`src/rtl/checker_mode_read.sv`:
```
// Mode-gated memory read engine.
// A rising edge on mode_start, seen while this engine's mode is selected, reads WORDS
// consecutive 64-bit words starting at mode_addr (8-byte aligned). The words are
// XOR-folded into an accumulator. A word with bit 63 set pauses the run behind an
// interrupt until software acknowledges it. The run ends with a one-cycle mode_end
// pulse, plus mode_error if a bus error or a per-word timeout occurred. Dropping
// mode_start mid-run aborts silently.
module checker_mode_read #(
  parameter logic [1:0]  MODE_ID = 2'b01,
  parameter int unsigned WORDS   = 4,
  parameter int unsigned TIMEOUT = 255
) (
  input  logic        sys_clk,
  input  logic        sys_rst,
  input  logic [1:0]  mode_mode,
  input  logic        mode_start,
  input  logic [63:0] mode_addr,
  output logic        mode_end,
  output logic [63:0] mode_data,
  output logic        mode_irq,
  input  logic        mode_ack,
  output logic        mode_error,
  output logic        mem_req,
  output logic [63:0] mem_addr,
  input  logic        mem_ack,
  input  logic [63:0] mem_data,
  input  logic        mem_err
);

  localparam logic [7:0] WordsLim = WORDS[7:0];
  // Failure fires on the wait cycle that would take the counter to TIMEOUT.
  localparam logic [7:0] TmoLast  = 8'(TIMEOUT - 1);

  typedef enum logic [1:0] {StIdle, StReq, StIrq, StDone} state_e;

  state_e      state_q, state_d;
  logic        start_q;
  logic        valid_q;   // start_q holds a genuine post-reset sample
  logic [63:0] acc_q, acc_d;
  logic [63:0] addr_q, addr_d;
  logic [7:0]  cnt_q, cnt_d;
  logic [7:0]  tmo_q, tmo_d;
  logic        req_q, req_d;
  logic        err_q, err_d;
  logic [63:0] data_q, data_d;

  logic        start_rise;
  logic [7:0]  cnt_inc;
  logic [63:0] acc_fold;

  assign start_rise = mode_start & ~start_q & valid_q & (mode_mode == MODE_ID);
  assign cnt_inc    = cnt_q + 8'd1;
  assign acc_fold   = acc_q ^ mem_data;

  // State and datapath registers with synchronous active-low reset.
  always_ff @(posedge sys_clk) begin
    if (!sys_rst) begin
      state_q <= StIdle;
      start_q <= 1'b0;
      valid_q <= 1'b0;
      acc_q   <= '0;
      addr_q  <= '0;
      cnt_q   <= '0;
      tmo_q   <= '0;
      req_q   <= 1'b0;
      err_q   <= 1'b0;
      data_q  <= '0;
    end else begin
      state_q <= state_d;
      start_q <= mode_start;
      valid_q <= 1'b1;
      acc_q   <= acc_d;
      addr_q  <= addr_d;
      cnt_q   <= cnt_d;
      tmo_q   <= tmo_d;
      req_q   <= req_d;
      err_q   <= err_d;
      data_q  <= data_d;
    end
  end

  // Next-state logic: abort beats every other event in REQ and IRQ.
  always_comb begin
    state_d = state_q;
    acc_d   = acc_q;
    addr_d  = addr_q;
    cnt_d   = cnt_q;
    tmo_d   = tmo_q;
    req_d   = req_q;
    err_d   = err_q;
    data_d  = data_q;

    unique case (state_q)
      StIdle: begin
        if (start_rise) begin
          addr_d  = mode_addr & ~64'h7;
          acc_d   = '0;
          cnt_d   = '0;
          tmo_d   = '0;
          err_d   = 1'b0;
          req_d   = 1'b1;
          state_d = StReq;
        end
      end

      StReq: begin
        if (!mode_start) begin
          req_d   = 1'b0;
          state_d = StIdle;
        end else if (!req_q) begin
          // Gap cycle after a completed read: issue the next request.
          req_d = 1'b1;
          tmo_d = '0;
        end else if (mem_ack) begin
          req_d = 1'b0;
          if (mem_err) begin
            err_d   = 1'b1;
            data_d  = acc_q;
            state_d = StDone;
          end else begin
            acc_d  = acc_fold;
            addr_d = addr_q + 64'd8;
            cnt_d  = cnt_inc;
            if (mem_data[63]) begin
              state_d = StIrq;
            end else if (cnt_inc == WordsLim) begin
              data_d  = acc_fold;
              state_d = StDone;
            end
          end
        end else if (tmo_q == TmoLast) begin
          req_d   = 1'b0;
          err_d   = 1'b1;
          data_d  = acc_q;
          state_d = StDone;
        end else begin
          tmo_d = tmo_q + 8'd1;
        end
      end

      StIrq: begin
        if (!mode_start) begin
          state_d = StIdle;
        end else if (mode_ack) begin
          if (cnt_q == WordsLim) begin
            data_d  = acc_q;
            state_d = StDone;
          end else begin
            state_d = StReq;
          end
        end
      end

      StDone: begin
        state_d = StIdle;
      end

      default: begin
        state_d = StIdle;
      end
    endcase
  end

  assign mode_end   = (state_q == StDone);
  assign mode_error = (state_q == StDone) & err_q;
  assign mode_irq   = (state_q == StIrq);
  assign mode_data  = data_q;
  assign mem_req    = req_q;
  assign mem_addr   = addr_q;

endmodule

```
`config.mk`:
```
export PLATFORM = sky130hd
export DESIGN_NAME = checker_mode_read
export DESIGN_NICKNAME = d
export VERILOG_FILES = /design/src/rtl/checker_mode_read.sv
export SDC_FILE = /design/constraint.sdc
export NUM_CORES = 1
export LEC_CHECK = 0
export ABC_AREA = 1
export BUFFER_PORTS_ARGS = -buffer_cell sky130_fd_sc_hd__buf_2
export CAP_MARGIN = 0
export CORE_UTILIZATION = 60
export CTS_CLUSTER_SIZE = 14
export DETAILED_ROUTE_END_ITERATION = 8
export PLACE_DENSITY = 0.94
export SKIP_CTS_REPAIR_TIMING = 1
export SYNTH_ARGS = -nofsm -noshare
export SYNTH_HDL_FRONTEND = slang
export SYNTH_SLANG_ARGS = --single-unit
```
`constraint.sdc`:
```
create_clock -name sys_clk -period 4.2 [get_ports sys_clk]
set_input_delay 0.42 -clock sys_clk [delete_from_list [all_inputs] [get_ports sys_clk]]
set_output_delay 0.42 -clock sys_clk [all_outputs]
set_load 0.01 [all_outputs]
```
==> impl_metrics.yaml <==
place:
  gp_congestion: 1.01
  post-place-ws_ps: 1200
  port_buffers: 261
  dp_hpwl_um: 26100
layout:
  final_nets: 2302
  area_growth_pct: 17.0
  utilization_pct: 71.5
  drive_above_1_share_pct: 16.0
clock_network:
  cts_buffers: 23
  cts_sinks: 211
  clock_latency_ps: 510
  clk_path_buf_depth: 3
  root_buffer: "clkbuf_16"
  ctsHtreeMaxLevel: 1
  clk_pin_slew_ps: 60
  cts_tree: "done"
timing:
  fin_setup_tns_ps: 0
  setup_ws_ps: 1090
  period_needed_ps: 3110
  max_slew_margin_pct: 21.3
  fin_worst_skew_ps: 6.27
  hold_violations: 0
  setup_viol: 0
  drv_slew: 0
  fin_crit_sh_pct: 74.1
  tightest_slew_ps: 1180
  max_freq_mhz: 321
  rsz0062_at_grt: "false"
drt:
  firstDrtPassIters: 6
  detail_route.vias_per_cell: 5.55
  drc: 0
  wl_um: 37800
  first_iter_violations: 1128
  ant_nets: 0
  wl_per_cell_um: 15.4
  vias: 13600
hold_path:
  min_path_type: "primary input to register"
  hold_end: "start_q"
  min_from: "mode_start"
  holdPathStages: 3
floorplan:
  core_sq_um: 20200
  row_count: 52
  num_io_pins: 268
  start_util_pct: 61.0
  dieHeight_um: 145
  design.die.area_sq_um: 21200
  die_w_um: 145
job:
  cap_violations: 0
worst_setup_path:
  critPathMaxFanout: 38
  r2r_cells: 9
  reg2reg_slack_ps: 1090
  crit_type: "register to register"
  rr_startpoint: "state_q[1]"
  crit_path_end_kind: "register"
  worstPathRequired_ps: 4600
  crit_arrival_ps: 3510
  reg2reg_to: "mem_addr[9]"
  start_kind: "register"
global_route:
  met2_usage_pct: 59.7
  grt_pass1_vias: 12400
  antenna_found_initial: 2
  met3_usage_pct: 4.45
  grt_pass1_wl_um: 60600
  grt.busiest_layer: "met2"
  grt_max_degree: 103
  track_usage_pct: 34.7
  use_met1_pct: 44.0
  grt_overflow: 0
pwr:
  vdd_drop_max_uv: 342
  power_density_nw_per_um2: 478
  p_leak_nw: 6.40
status:
  status: "completed"
synthesis:
  synthesis.area_sq_um: 12400
  ys_async_sr_fraction_pct: 0
  synth_warnings: 0
  synth_seq_cells: 211
  synth-edff-count: 0
  synth_cell_types: 38
  postSynthCellCount: 1955
  synth-seq-area-share_pct: 34.2
  avgSynthCellArea_sq_um: 6.32
  ys.flop_type: "dfxtp_1"
[cell families (layout without fill, tap and decap cells)]
logic type / Yosys count / in the layout / synth area share, %
simple gates: 1065 / 1065 / 35.6
flops: 211 / 211 / 34.2
compound gates: 326 / 326 / 13.9
buf+inv: 259 / 479 / 9.52
xor+xnor: 87 / 87 / 6.17
fa+ha+maj: 6 / 6 / 0.608
other cells: 1 / 5 / 0.0304
[cells in the final DEF (no fill, tap or decap), types with 7 or more instances in the layout]
cell type	n
a21oi_1	198
nand2_1	540
dfxtp_1	211
or2_0	14
nand3_1	138
nor3_1	13
a211oi_1	12
xnor2_1	22
o211ai_1	7
clkbuf_16	23
buf_4	10
nor2_2	12
o21ai_1	9
o21ai_0	87
inv_1	156
buf_2	261
xor2_1	65
nand4_1	19
a22oi_1	7
nor2_1	305
[area by class of cell]
class	count	area [sq um]
well taps	270	338
clock buffers	31	636
fillers	1653	5780
multi-input cells	1487	6990
flip-flops and latches	211	4220
repair buffers	274	1440
inverters	163	612
clock inverters	11	211
diodes	2	5.00
[flip-flops by register name, indices dropped and copies added (netlist names)]
| signal | flops |
|---|---|
| acc_q | 64 |
| cnt_q | 8 |
| err_q | 1 |
| mem_addr | 61 |
| mem_req | 1 |
| mode_data | 64 |
| start_q | 1 |
| state_q | 2 |
| tmo_q | 8 |
| valid_q | 1 |
[worst max-delay path: stages, from the launching register on]
cell	delay [ps]
dfxtp_1	330
inv_2	90
nand2_1	80
inv_2	290
buf_4	490
nand3_2	700
inv_1	700
nand3_1	120
o21ai_0	110
nor2_1	60
[per-layer routing]
| layer | vias up | share of wire, % |
|---|---|---|
| met3 | 107 | 9.7 |
| met2 | 733 | 47 |
| met5 | - | 0 |
| met1 | 6100 | 40 |
| met4 | 0 | 3.5 |
| li1 | 6645 | - |
[worst max-delay path by stage]
stage                  from            to  slack, ps  cells after the start
2_1_floorplan   mem_addr[3]  mem_addr[37]       2430                     12
3_3_place_gp   mode_mode[0]      cnt_q[1]       1220                     10
3_5_place_dp   mode_mode[0]      cnt_q[4]       1200                     10
4_1_cts          state_q[1]   mem_addr[9]       1210                      9
5_1_grt          state_q[1]   mem_addr[9]        940                      9
6_report         state_q[1]   mem_addr[9]       1090                      9
[cell usage after synthesis (all sizes together) (12+ instances only)]
cell      n  area share [%]
nor2    320              10
o21ai    96             3.9
xnor2    22             1.6
dfxtp   211              34
clkbuf   26            0.79
buf      70             3.8
nand3   143             6.0
nand4    19            0.96
xor2     65             4.6
nand2   543              17
a21oi   202             8.3
or2      17            0.86
nor3     15            0.74
inv     162             4.9
a211oi   12            0.73
[power by group]
| part | leakage [nW] | switching (mW) | internal [mW] |
|---|---|---|---|
| clock | 0.412 | 0.838 | 1.43 |
| combinational | 4.27 | 1.22 | 0.710 |
| sequential | 1.72 | 0.377 | 2.34 |
[metrics by stage]
stage | cells | power, mW | area (sq um) | hold slack, ps
2_1_floorplan | 1957 | 4.04 | 12400 | 436
3_3_place_gp | 2405 | 4.54 | 13600 | 445
4_1_cts | 2447 | 6.90 | 14500 | 163
6_report | 2449 | 6.92 | 14500 | 174
3_5_place_dp | 2405 | 4.63 | 13600 | 451
5_1_grt | 2449 | 7.28 | 14500 | 183
Power figures use the tool's default switching activity.
